File: config.mk
export PLATFORM = sky130hd
export DESIGN_NAME = switch_box_scan
export DESIGN_NICKNAME = d
export VERILOG_FILES = /design/src/rtl/switch_box_scan.sv
export SDC_FILE = /design/constraint.sdc
export NUM_CORES = 1
export LEC_CHECK = 0
export ABC_CLOCK_PERIOD_IN_PS = 1600
export BUFFER_PORTS_ARGS = -buffer_cell sky130_fd_sc_hd__buf_4
export CELL_PAD_IN_SITES_DETAIL_PLACEMENT = 0
export CELL_PAD_IN_SITES_GLOBAL_PLACEMENT = 1
export CORE_MARGIN = 1
export CORE_UTILIZATION = 40
export DETAILED_ROUTE_END_ITERATION = 16
export GPL_ROUTABILITY_DRIVEN = 0
export PLACE_DENSITY = 0.83
export SLEW_MARGIN = 0
export SYNTH_ARGS = -nofsm -noshare
export SYNTH_HDL_FRONTEND = slang
export SYNTH_SLANG_ARGS = --single-unit
File: constraint.sdc
create_clock -name clk -period 1.6 [get_ports clk]
set_input_delay 0.24 -clock clk [delete_from_list [all_inputs] [get_ports clk]]
set_output_delay 0.24 -clock clk [all_outputs]
set_load 0.005 [all_outputs]
File: src/rtl/switch_box_scan.sv
// Scan-configured switch box: serial shadow load, atomic commit, disjoint/Wilton routing.
// Define SB_OUTPUT_REG_EN to register the four outputs (1-cycle routing latency).
module switch_box_scan #(
   parameter int W    = 8,
   parameter int TOPO = 0
) (
   input  logic         clk,
   input  logic         rst,
   input  logic         cset,
   input  logic         cin,
   output logic         cout,
   input  logic         commit,
   output logic         cfg_valid,
   output logic         err,
   input  logic [W-1:0] north_in,
   input  logic [W-1:0] east_in,
   input  logic [W-1:0] south_in,
   input  logic [W-1:0] west_in,
   output logic [W-1:0] north_out,
   output logic [W-1:0] east_out,
   output logic [W-1:0] south_out,
   output logic [W-1:0] west_out
);
   localparam int CW   = 8 * W;
   localparam int CNTW = $clog2(CW + 1);
   localparam logic [CNTW-1:0] CNT_FULL = CNTW'(CW);

   logic [CW-1:0]   sh;
   logic [CW-1:0]   act;
   logic [CNTW-1:0] cnt;

   // Shadow chain shifts freely; act only ever changes on an accepted commit.
   always_ff @(posedge clk) begin
      if (!rst) begin
         sh        <= '0;
         act       <= '0;
         cnt       <= '0;
         cfg_valid <= 1'b0;
         err       <= 1'b0;
      end else begin
         err <= 1'b0;
         if (cset) begin
            sh <= {cin, sh[CW-1:1]};
            if (cnt != CNT_FULL) cnt <= cnt + CNTW'(1);
            if (commit) err <= 1'b1;
         end else if (commit) begin
            if (cnt == CNT_FULL) begin
               act       <= sh;
               cfg_valid <= 1'b1;
               cnt       <= '0;
            end else begin
               err <= 1'b1;
            end
         end
      end
   end

   assign cout = sh[0];

   logic [W-1:0] rn, re, rs, rw;

   for (genvar k = 0; k < W; k++) begin : g_trk
      // Turns pick the neighbouring track under Wilton; straight paths stay on k.
      localparam int KP = (TOPO == 1) ? ((k + 1) % W) : k;
      localparam int KM = (TOPO == 1) ? ((k + W - 1) % W) : k;
      logic [7:0] f;
      logic       no_k, eo_k, so_k, wo_k;

      assign f = act[8*k +: 8];

      always_comb begin
         no_k = 1'b0;
         eo_k = 1'b0;
         so_k = 1'b0;
         wo_k = 1'b0;
         case (f[1:0])
            2'd0:    no_k = east_in[KP];
            2'd1:    no_k = south_in[k];
            2'd2:    no_k = west_in[KM];
            default: no_k = 1'b0;
         endcase
         case (f[3:2])
            2'd0:    eo_k = south_in[KP];
            2'd1:    eo_k = west_in[k];
            2'd2:    eo_k = north_in[KM];
            default: eo_k = 1'b0;
         endcase
         case (f[5:4])
            2'd0:    so_k = west_in[KP];
            2'd1:    so_k = north_in[k];
            2'd2:    so_k = east_in[KM];
            default: so_k = 1'b0;
         endcase
         case (f[7:6])
            2'd0:    wo_k = north_in[KP];
            2'd1:    wo_k = east_in[k];
            2'd2:    wo_k = south_in[KM];
            default: wo_k = 1'b0;
         endcase
      end

      assign rn[k] = no_k & cfg_valid;
      assign re[k] = eo_k & cfg_valid;
      assign rs[k] = so_k & cfg_valid;
      assign rw[k] = wo_k & cfg_valid;
   end

`ifdef SB_OUTPUT_REG_EN
   always_ff @(posedge clk) begin
      if (!rst) begin
         north_out <= '0;
         east_out  <= '0;
         south_out <= '0;
         west_out  <= '0;
      end else begin
         north_out <= rn;
         east_out  <= re;
         south_out <= rs;
         west_out  <= rw;
      end
   end
`else
   assign north_out = rn;
   assign east_out  = re;
   assign south_out = rs;
   assign west_out  = rw;
`endif

endmodule

==> out/qor.yml <==
outcome: "complete, no violations"
preCtsSetupSlack_ns: -0.1180
first_pass_iters: 4
ctsHtreeMaxLevel: 4
ys_ff_latch: 137
ff2ff_path_depth: 4
numCtsBuffers: 17
fin_area_um2: 7532
synthDominantCellAreaShare: 0.4566
slew_viol_final: 0
synth_fa_ha_area_frac: 0.004166
core_area_um2: 14590
cap_violations: 0
p_per_area_nw_per_um2: 1021
yosysSeqAreaShare: 0.4566
post_dp_cell_area_um2: 6808
power_w: 0.007693
grt_first_pass_wirelength_mm: 23.54
die_w_um: 124.5
end_kind: "primary output"
hold_depth: 3
hp-class: "input port to register"
drtIter0Drc: 357
final.setup_skew_ns: 0.006713
synthMuxAreaShare: 0.1600
wl_per_cell_um: 14.80
ir_drop_uv: 620.3
final_util: 0.5163
rows: 44
cts_max_path_buffers: 2
synth_top_family_by_area: "simple AND/OR/NAND/NOR gates"
critPathMaxFanout: 3
antenna_found_initial: 0
arrival_ns: 1.34
layout-drive-gt1-share: 0.2250
rsz0062_at_grt: "yes"
dp_hpwl_mm: 9.052
fmax_ghz: 0.6318
grt_max_degree: 66
syn_to_final_growth_pct: 25.39
worstSetupStartpoint: "act[13]$_SDFFE_PN0P_"
start_util: 0.4117
syn_nets: 722
die_h_um: 124.5
ys.warnings.count: 0
grt-ovfl-total: 0
synth_compound_area_frac: 0.1496
diodes: 0
portBuffers: 71
timing.final.crit_share: 0.9893
clk_latency_ns: 0.42
cts-root-buf: "clkbuf_16"
synth_area_um2: 6007
die_area_um2: 15510
nets: 786
drt_drc_violations_left: 0
io_pins: 72
vias_per_cell: 5.381
hp-start: "cin"
tightest_slew_ns: 0.3857
fillers: 1347
period_needed_ns: 1.583
routed_wl_mm: 13.97
worstSetupPathType: "register to primary output"
cts_tree: "built"
r2r-start: "cnt[6]$_SDFFE_PN0P_"
syn-instance-count: 683
synth_area_per_cell_um2: 8.795
via_count: 5080
setup_tns_ns: 0
path_clk_slew_ns: 0.06
synthXorXnorAreaFrac: 0.002916
grt_usage: 0.1853
setup_violations: 0
ant_nets: 0
yosys.area_share.simple: 0.1870
yosys.area.top_type: "dfxtp_1"
required_ns: 1.36
leakagePower_nw: 2.833
slew_headroom: 0.7429
ys_types: 27
final_hold_viol_count: 0
synthTopCellsByArea: "dfxtp_1 (46%), mux2i_1 (16%), o21ai_0 (8.2%)"
crit_path_start_kind: "register"
fin_ws_ns: 0.01710
clock-sinks: 137
grt_pass1_vias: 4984
worst max-delay path, cell delays in order (launching register included):
cell and delay (ns):
dfxtp_2 0.34, mux2i_1 0.20, o21ai_1 0.12, and2_1 0.15, buf_4 0.13
state kept, by name, indices dropped and copies added, names as in the netlist:
name / flops
act: 64
sh: 64
cnt: 7
cfg_valid: 1
err: 1
cells in the mapped netlist (all sizes together):
master,count
dfxtp,137
o21ai,98
mux2i,96
nor2,68
a21oi,66
nand3,65
clkbuf,34
and2,32
nand3b,32
buf,20
nand2,5
o31ai,5
inv,4
nand4,3
a221oi,2
ha,2
nand2b,2
o21a,2
or3,2
xor2,2
a211oi,1
clkinv,1
nand4bb,1
nor4b,1
nor4bb,1
or4b,1
logic make-up (layout without fill, tap and decap cells):
family | after synthesis | count (layout)
AOI/OAI and AO/OA | 174 | 174
xor gates and xnor gates | 2 | 2
adders and majority gates | 2 | 2
buffers and inverters | 59 | 136
DFF | 137 | 137
muxes | 96 | 96
and+or+nand+nor | 213 | 213
cell usage in the layout (no fill, tap or decap), types with 2 or more instances in the layout:
| cell | count |
|---|---|
| nor2_1 | 68 |
| a21oi_1 | 66 |
| mux2i_1 | 96 |
| buf_6 | 7 |
| inv_1 | 4 |
| clkbuf_16 | 17 |
| o21ai_1 | 24 |
| a221oi_1 | 2 |
| nand3b_1 | 32 |
| or3_1 | 2 |
| dfxtp_1 | 104 |
| buf_12 | 4 |
| nand2_1 | 5 |
| dfxtp_2 | 32 |
| clkinvlp_4 | 5 |
| bufinv_16 | 2 |
| nand3_1 | 65 |
| clkbuf_1 | 2 |
| xor2_1 | 2 |
| nand2b_1 | 2 |
| o31ai_1 | 3 |
| buf_8 | 2 |
| buf_4 | 86 |
| and2_1 | 31 |
| o21ai_0 | 74 |
| clkinv_2 | 4 |
| nand4_1 | 3 |
| clkbuf_8 | 2 |
| o21a_1 | 2 |
| o31ai_2 | 2 |
cell type report:
class / count / area [µm²] / area share
multi-input cells: 487 / 3079 / 0.4088
flip-flops and latches: 137 / 2786 / 0.3699
repair buffers: 99 / 834.6 / 0.1108
clock buffers: 21 / 460.4 / 0.06113
well taps: 184 / 230.2 / 0.03056
clock inverters: 11 / 121.4 / 0.01611
inverters: 5 / 20.02 / 0.002658
power by group:
group / total, W / internal, W / switching, W
registers: 0.00343 / 0.00342 / 0.00000612
clock network: 0.00383 / 0.00237 / 0.00146
logic: 0.000441 / 0.000186 / 0.000254
through the flow:
step / std cells / hold WS (ns)
after floorplan: 683 / 0.3561
after global placement: 908 / 0.4712
after detailed placement: 908 / 0.4772
after CTS: 940 / 0.04802
after global routing: 944 / 0.08260
final: 944 / 0.06053
metal layers:
layer / vias up / track usage / wire, µm
met4: 0 / 0.06449 / 182
met3: 16 / 0.04596 / 636
li1: 2549 / - / -
met2: 117 / 0.3055 / 6468
met1: 2398 / 0.2345 / 6680
met5: - / 0 / 0
final timing paths:
check | endpoint | slack (ns)
min | sh[63]$_SDFFE_PN0P_ | 0.06
max | south_out[1] | 0.02
max reg2reg | cnt[0]$_SDFFE_PN0P_ | 0.06
min reg2reg | act[11]$_SDFFE_PN0P_ | 0.48
timing repair:
| item | CTS | global route |
|---|---|---|
| buffers inserted | 0 | 3 |
| hold endpoints to repair | 0 | 0 |
| cloned | 0 | 1 |
| hold buffers | 0 | 0 |
| pin swaps | 3 | 28 |
| setup endpoints to repair | 94 | 86 |
| resized for setup | 25 | 52 |
No activity file was read; power rests on OpenSTA's default activity.
